--- src/rtl/seg7_scan_ctrl.sv ---
// Scan controller for a bank of common-anode 7-segment digits that share one
// hex-to-segment decoder.
// - A packed hex word is captured once per frame, so the display never tears.
// - Each digit slot starts with a short blank interval to prevent ghosting.
// - All outputs are decoded only from registered state.
module seg7_scan_ctrl #(
   parameter int N_DIGITS     = 8,
   parameter int SLOT_CYCLES  = 100000,
   parameter int BLANK_CYCLES = 2000
) (
   input  logic                  clk,
   input  logic                  reset,
   input  logic [4*N_DIGITS-1:0] data,
   input  logic [N_DIGITS-1:0]   dp_in,
   input  logic [N_DIGITS-1:0]   digit_en,
   input  logic                  lz_blank,
   output logic [3:0]            hex,
   output logic [N_DIGITS-1:0]   an,
   output logic                  dp,
   output logic                  frame_done
);

   localparam int CW = (SLOT_CYCLES > 1) ? $clog2(SLOT_CYCLES) : 1;
   localparam int IW = (N_DIGITS > 1) ? $clog2(N_DIGITS) : 1;
   localparam logic [CW-1:0] CNT_LAST  = CW'(SLOT_CYCLES - 1);
   localparam logic [CW-1:0] CNT_BLANK = CW'(BLANK_CYCLES);
   localparam logic [IW-1:0] IDX_LAST  = IW'(N_DIGITS - 1);

   typedef enum logic {PH_BLANK, PH_ON} phase_t;

   logic [CW-1:0]         cnt_q, cnt_d;
   logic [IW-1:0]         idx_q, idx_d;
   logic [4*N_DIGITS-1:0] data_sh_q, data_sh_d;
   logic [N_DIGITS-1:0]   dp_sh_q, dp_sh_d;
   logic [N_DIGITS-1:0]   en_sh_q, en_sh_d;
   logic                  lz_sh_q, lz_sh_d;

   phase_t                phase;
   logic [3:0]            nib [N_DIGITS];
   logic [N_DIGITS-1:0]   sel;
   logic [N_DIGITS-1:0]   visible;
   logic [N_DIGITS-1:0]   zero_blank;
   logic [N_DIGITS:1]     zero_from;   // nibbles gi..N_DIGITS-1 of the shadow are all zero
   logic                  dp_lit;

   // Next state: the slot counter wraps explicitly, and the digit index advances on each wrap.
   // The shadow registers load only in the first cycle of a frame.
   always_comb begin
      cnt_d     = cnt_q;
      idx_d     = idx_q;
      data_sh_d = data_sh_q;
      dp_sh_d   = dp_sh_q;
      en_sh_d   = en_sh_q;
      lz_sh_d   = lz_sh_q;
      if (cnt_q == CNT_LAST) begin
         cnt_d = '0;
         idx_d = (idx_q == IDX_LAST) ? '0 : idx_q + IW'(1);
      end else begin
         cnt_d = cnt_q + CW'(1);
      end
      if (idx_q == '0 && cnt_q == '0) begin
         data_sh_d = data;
         dp_sh_d   = dp_in;
         en_sh_d   = digit_en;
         lz_sh_d   = lz_blank;
      end
   end

   // State registers; reset takes effect at the next edge and drops any partial slot.
   always_ff @(posedge clk) begin
      if (reset) begin
         cnt_q     <= '0;
         idx_q     <= '0;
         data_sh_q <= '0;
         dp_sh_q   <= '0;
         en_sh_q   <= '0;
         lz_sh_q   <= 1'b0;
      end else begin
         cnt_q     <= cnt_d;
         idx_q     <= idx_d;
         data_sh_q <= data_sh_d;
         dp_sh_q   <= dp_sh_d;
         en_sh_q   <= en_sh_d;
         lz_sh_q   <= lz_sh_d;
      end
   end

   assign phase      = (cnt_q < CNT_BLANK) ? PH_BLANK : PH_ON;
   assign frame_done = (idx_q == IDX_LAST) && (cnt_q == CNT_LAST);

   assign zero_from[N_DIGITS] = 1'b1;

   genvar gi;
   generate
      for (gi = 0; gi < N_DIGITS; gi++) begin : g_digit
         assign nib[gi] = data_sh_q[4*gi +: 4];
         assign sel[gi] = (idx_q == IW'(gi));
         if (gi == 0) begin : g_lsd
            // The least significant digit always shows, even when it is zero.
            assign zero_blank[gi] = 1'b0;
         end else begin : g_upper
            assign zero_from[gi]  = (nib[gi] == 4'h0) && zero_from[gi+1];
            assign zero_blank[gi] = lz_sh_q && zero_from[gi];
         end
         assign visible[gi] = en_sh_q[gi] && !zero_blank[gi];
         assign an[gi]      = ~((phase == PH_ON) && sel[gi] && visible[gi]);
      end
   endgenerate

   // The current digit's nibble goes to the decoder in both phases, so the decoder settles before the anode turns on.
   always_comb begin
      hex    = 4'h0;
      dp_lit = 1'b0;
      for (int i = 0; i < N_DIGITS; i++) begin
         if (sel[i]) begin
            hex    = hex | nib[i];
            dp_lit = dp_lit | (visible[i] & dp_sh_q[i]);
         end
      end
   end

   assign dp = ~((phase == PH_ON) && dp_lit);

endmodule

--- config.mk ---
export PLATFORM = sky130hd
export DESIGN_NAME = seg7_scan_ctrl
export DESIGN_NICKNAME = d
export VERILOG_FILES = /design/src/rtl/seg7_scan_ctrl.sv
export SDC_FILE = /design/constraint.sdc
export NUM_CORES = 1
export LEC_CHECK = 0
export ABC_AREA = 1
export BUFFER_PORTS_ARGS = -buffer_cell sky130_fd_sc_hd__buf_4
export CAP_MARGIN = 30
export CORE_MARGIN = 2
export CORE_UTILIZATION = 40
export DETAILED_ROUTE_END_ITERATION = 8
export PLACE_DENSITY_LB_ADDON = 0.08
export SYNTH_ARGS = -nofsm -noshare
export SYNTH_HDL_FRONTEND = slang
export SYNTH_SLANG_ARGS = --single-unit
--- constraint.sdc ---
create_clock -name clk -period 1.85 [get_ports clk]
set_input_delay 0.4625 -clock clk [delete_from_list [all_inputs] [get_ports clk]]
set_output_delay 0.4625 -clock clk [all_outputs]
set_load 0.05 [all_outputs]
==> flow_summary.toml, run 1 <==
[status]
status = "finished, violations left"
violations = "negative setup slack"

[grt]
grt_usage_pct = 23.03
grt_overflow_total = 0
grt_max_degree = 29
grt_pass1_vias = 3396
grt_pass1_wl_um = 16010
antenna_found_initial = 0

[detailed_routing]
drtAntennaViolNets = 0
vias_per_cell = 4.925
drt-total-wl_um = 10460
firstDrtPassIters = 5
via_count = 3669
drc = 0
post_drt_wl_per_cell_um = 14.03
drtIter0Drc = 141

[worst_hold_path]
holdPathStages = 2
hold_start = "reset"
hp-class = "in -> reg"
holdPathEnd = "idx_q[0]"

[placed_design]
post-place-ws_ns = -0.1994
dp_hpwl_um = 7272
finalWeightedCongestion = 0.9252
portBuffers = 64

[timing]
period_needed_ns = 2.382
slew_headroom_pct = 75.32
finClkSkew_ns = 0.007075
drv_slew = 0
setup_viol = 63
layout_setup_ws_ns = -0.5325
max_freq_ghz = 0.4197
layout_worst_path_cycle_share_pct = 128.8
hold_viol_final = 0
hold_slack_ns = 0.2989
rsz0062_at_grt = "yes"
tightest_slew_ns = 0.3688

[worst_setup_path]
ff2ff_path_depth = 11
r2r-start = "idx_q[0]"
cp.required_ns = 1.39
cp-end-kind = "output port"
ff2ff_setup_slack_ns = -0.18
cp.arrival_ns = 1.92
start_kind = "flip-flop"
timing.rr.end = "dp_sh_q[3]"
crit_type = "reg -> out"
critical_path.max_fanout = 5

[floorplanning]
fp-row-count = 33
die_area_um2 = 9040
die_w_um = 95.08
die_h_um = 95.08
start_util_pct = 40.79
coreArea_um2 = 8134
io_pins = 65

[clock_tree]
cts.clk_slew.worst_paths_ns = 0.07
tritoncts = "built"
clockBufferDepth = 2
clockRootBuffer = "clkbuf_8"
h-tree-depth = 3
numCtsBuffers = 9
cts_sinks = 69
insertion_delay_ns = 0.34

[finish]
layout_common_cells = "buf_4 (138), inv_1 (87), a21oi_1 (56)"
register_area_um2 = 1415
fillCellCount = 682
insertedDiodeCount = 0
drive_above_1_share_pct = 45.16
syn_to_final_growth_pct = 67.65
final_nets = 695
multi_input_area_um2 = 1976
layout_commonest_cell = "buf_4"

[power_and_ir_drop]
power.density_nw_per_um2 = 668.4
total_leakage_power_nw = 2.655
vdd_drop_max_uv = 382.5

[logic_synthesis]
yosys.area.top_type = "dfxtp_1"
synthesis.instances = 469
synth_nets = 528
yosysSeqAreaShare_pct = 41.63
synth_seq_cells = 69
synth_area_um2 = 3318
synth_top_cell_area_share_pct = 41.63
synth_warnings = 0
ys_types = 29
synthTopCellsByArea = "dfxtp_1 (42%), inv_1 (11%), a21oi_1 (8.7%), o21ai_0 (8.0%), nand2_1 (6.1%)"
synth.avg_cell_area_um2 = 7.075

[flow_run]
cap_violations = 0
## logic make-up (layout without fill, tap and decap cells)
family                     Yosys count  in the layout  share of synthesized area, %
buffers and inverters              115            286                         13.54
and+or+nand+nor                    148            148                         20.25
adders and majority gates            8              8                         3.017
xor gates and xnor gates             5              5                         1.320
DFF                                 69             69                         41.63
AOI/OAI and AO/OA                  124            124                         20.25
## synth_stat cells
library cell and instances:
a211oi_1 2, a21oi_1 58, a221oi_1 4, a22o_1 1
a32o_1 1, buf_2 4, buf_4 2, clkbuf_1 6
clkbuf_2 4, dfxtp_1 69, ha_1 8, inv_1 99
nand2_1 54, nand3_1 28, nand4_1 9, nor2_1 38
nor2_4 1, nor3_1 9, nor3b_1 2, nor4_1 3
nor4_4 1, o2111ai_1 2, o211ai_1 1, o21ai_0 53
o22ai_1 1, o41ai_2 1, or2_2 3, xnor2_1 2
xor2_1 3
## layer usage
metal | GRT usage, % | part of all wire, % | vias up
met2 | 39.03 | 50 | 72
met5 | 0 | 0 | -
met3 | 3.953 | 3.7 | 18
met1 | 29.37 | 44 | 1715
met4 | 8.333 | 2.0 | 0
li1 | - | - | 1864
## power by group
| group | total, W | internal (W) | switching (W) |
|---|---|---|---|
| logic | 0.000891 | 0.000457 | 0.000435 |
| clock network | 0.00110 | 0.000550 | 0.000550 |
| registers | 0.00173 | 0.00162 | 0.000106 |
| total | 0.00372 | 0.00263 | 0.00109 |
## worst max-delay path, cell delays in order, from the launching register on
cell	delay, ns
dfxtp_4	0.37
ha_4	0.17
buf_4	0.13
ha_4	0.17
nand2_1	0.05
o211ai_1	0.09
a221oi_2	0.22
o2111ai_2	0.18
buf_6	0.19
## state kept, by name, summed over array words and instances (netlist names)
register   cells
lz_sh_q        1
dp_sh_q        8
en_sh_q        8
idx_q          3
data_sh_q     32
cnt_q         17
## through the flow
stage	total power [W]	utilization, %	TNS [ns]	area [um^2]	cells
2_1_floorplan	0.002082	-	-0.8589	3461	469
3_3_place_gp	0.002477	57.73	-4.587	4696	712
3_5_place_dp	0.002482	57.73	-5.129	4696	712
4_1_cts	0.003659	64.21	-9.953	5223	736
5_1_grt	0.003905	68.39	-17.51	5563	745
6_report	0.003718	68.39	-9.592	5563	745
## timing repair
item	CTS	global route
endpoints found under the setup margin	63	66
pin swaps	18	34
gates cloned	1	3
hold buffers	0	0
setup buffers	8	9
resized for setup	66	74
## final cells by class
| class | count | share of cell area [%] |
|---|---|---|
| clock buffers | 13 | 2.856 |
| inverters | 99 | 6.770 |
| well taps | 105 | 2.362 |
| multi-input cells | 285 | 35.51 |
| clock inverters | 2 | 0.1799 |
| repair buffers | 172 | 26.88 |
| flip-flops and latches | 69 | 25.44 |
## worst max-delay path by stage
stage	to	startpoint	slack (ns)	cells past startpoint
4_1_cts	dp	idx_q[0]	-0.51	14
6_report	hex[0]	idx_q[0]	-0.53	8
3_3_place_gp	hex[3]	idx_q[0]	-0.17	8
5_1_grt	dp	idx_q[0]	-0.64	14
3_5_place_dp	hex[3]	idx_q[0]	-0.20	8
2_1_floorplan	an[1]	cnt_q[6]	-0.13	3
Power figures use the tool's default switching activity.
==> inputs of run 2 (changes only) <==
--- a/config.mk
+++ b/config.mk
@@ -12,6 +12,8 @@
 export CORE_UTILIZATION = 40
 export DETAILED_ROUTE_END_ITERATION = 8
 export PLACE_DENSITY_LB_ADDON = 0.08
+export RECOVER_POWER = 100
 export SYNTH_ARGS = -nofsm -noshare
 export SYNTH_HDL_FRONTEND = slang
 export SYNTH_SLANG_ARGS = --single-unit
+export TNS_END_PERCENT = 100
==> flow_summary.toml, run 2 (synthesis gave the netlist of run 1 again) <==
[status]
status = "finished, violations left"
violations = "negative setup slack"

[detailed_routing]
drtAntennaViolNets = 0
firstDrtPassIters = 5
drc = 0
post_drt_wl_per_cell_um = 14.01
via_count = 3665
drt-total-wl_um = 10440
drtIter0Drc = 144
vias_per_cell = 4.919

[worst_setup_path]
critPathSlowestCell = "dfxtp_4"
ff2ff_path_depth = 11
slowest_delay_ns = 0.37
critical_path.max_fanout = 5
path_buf_inv = 2
r2r-start = "idx_q[0]"
timing.rr.end = "dp_sh_q[3]"
cp-end-kind = "output port"
cp.arrival_ns = 1.92
cp.required_ns = 1.39
cpMostUsedCell = "ha_4"
crit_type = "reg -> out"
ff2ff_setup_slack_ns = -0.18
crit_family = "compound AO/OA/AOI/OAI gates"
start_kind = "flip-flop"
worstPathCellList = "ha_4, buf_4, ha_4, nand2_1, o211ai_1, a221oi_2, o2111ai_2, buf_6"

[clock_tree]
cts_sinks = 69
hold_buffers = 0
numCtsBuffers = 9
h-tree-depth = 3
tritoncts = "built"
clockRootBuffer = "clkbuf_8"
clockBufferDepth = 2
insertion_delay_ns = 0.35
cts.clk_slew.worst_paths_ns = 0.07

[grt]
antenna_found_initial = 0
grt_pass1_vias = 3396
grt_max_degree = 29
grt_pass1_wl_um = 16010
grt_usage_pct = 23.03
grt_overflow_total = 0

[floorplanning]
coreArea_um2 = 8134
start_util_pct = 40.79
die_w_um = 95.08
die_h_um = 95.08
fp-row-count = 33
io_pins = 65
die_area_um2 = 9040

[finish]
top_register = "data_sh_q"
top_regs = "data_sh_q x32, cnt_q x17"
layout_common_cells = "buf_4 (138), inv_1 (87), a21oi_1 (56)"
syn_to_final_growth_pct = 67.31
drive_above_1_share_pct = 45.00
insertedDiodeCount = 0
layout.cells.non_filler = 745
layout_commonest_cell = "buf_4"
largest_reg_flops = 32
final_nets = 695

[worst_hold_path]
hold_start = "reset"
hp-class = "in -> reg"
holdPathStages = 2
holdPathEnd = "idx_q[0]"

[timing]
drv_slew = 0
layout_setup_ws_ns = -0.5337
rsz0062_at_grt = "yes"
max_freq_ghz = 0.4195
period_needed_ns = 2.384
finClkSkew_ns = 0.008119
hold_viol_final = 0
tightest_slew_ns = 0.3647
setup_viol = 63
slew_headroom_pct = 75.60
layout_worst_path_cycle_share_pct = 128.8

[placed_design]
portBuffers = 64
dp_cells = 712
dp_hpwl_um = 7272
finalWeightedCongestion = 0.9252

[power_and_ir_drop]
total_leakage_power_nw = 2.638
power.total_w = 0.003721
power.density_nw_per_um2 = 670.3
vdd_drop_max_uv = 382.9

[flow_run]
cap_violations = 0
[run 2: cell counts in the layout (fill, tap and decap cells not counted)]
No cell type changed its count.
[run 2: routing by layer]
| metal | share of wire (%) | wire, um | vias to the layer above | global-route usage (%) |
|---|---|---|---|---|
| met5 | 0 | 0 | - | 0 |
| met4 | 2.0 | 212 | 0 | 8.333 |
| met3 | 3.8 | 396 | 19 | 3.953 |
| met2 | 50 | 5267 | 69 | 39.03 |
| met1 | 44 | 4558 | 1715 | 29.37 |
| li1 | - | - | 1862 | - |
[run 2: power breakdown]
| group | internal, W | total [W] | switching [W] |
|---|---|---|---|
| Sequential | 0.00162 | 0.00173 | 0.000106 |
| Clock | 0.000550 | 0.00110 | 0.000553 |
| Combinational | 0.000457 | 0.000891 | 0.000434 |
[run 2: area by class of cell]
class	count	area, um^2
Inverter	99	376.6
Clock inverter	2	10.01
Multi-Input combinational cell	285	1964
Sequential cell	69	1415
Timing Repair Buffer	172	1495
Fill cell	685	2582
Clock buffer	13	158.9
Tap cell	105	131.4
[run 2: worst max path at each step]
stage	from	endpoint	slack (ns)	cells after the start
detailed placement	idx_q[0]	hex[3]	-0.20	8
global route	idx_q[0]	dp	-0.64	14
floorplan	cnt_q[6]	an[1]	-0.13	3
CTS	idx_q[0]	dp	-0.51	14
finish	idx_q[0]	hex[0]	-0.53	8
global placement	idx_q[0]	hex[3]	-0.17	8
[run 2: what timing repair did]
| action | 4_1_cts | 5_1_grt |
|---|---|---|
| endpoints found under the setup margin | 63 | 66 |
| pin swaps | 18 | 34 |
| endpoints found under the hold margin | 0 | 0 |
| cloned | 1 | 3 |
| setup buffers | 8 | 9 |
| resized for setup | 66 | 74 |
[run 2: through the flow]
stage,util (%),TNS (ns),instance area [um^2],setup slack [ns],hold slack (ns)
after floorplan,-,-0.8589,3461,-0.1323,0.4300
after global placement,57.73,-4.587,4696,-0.1658,0.5102
after detailed placement,57.73,-5.129,4696,-0.1994,0.5280
after CTS,64.21,-9.953,5223,-0.5064,0.2897
after global routing,68.25,-18.74,5552,-0.6378,0.2903
final,68.25,-9.621,5552,-0.5337,0.2977
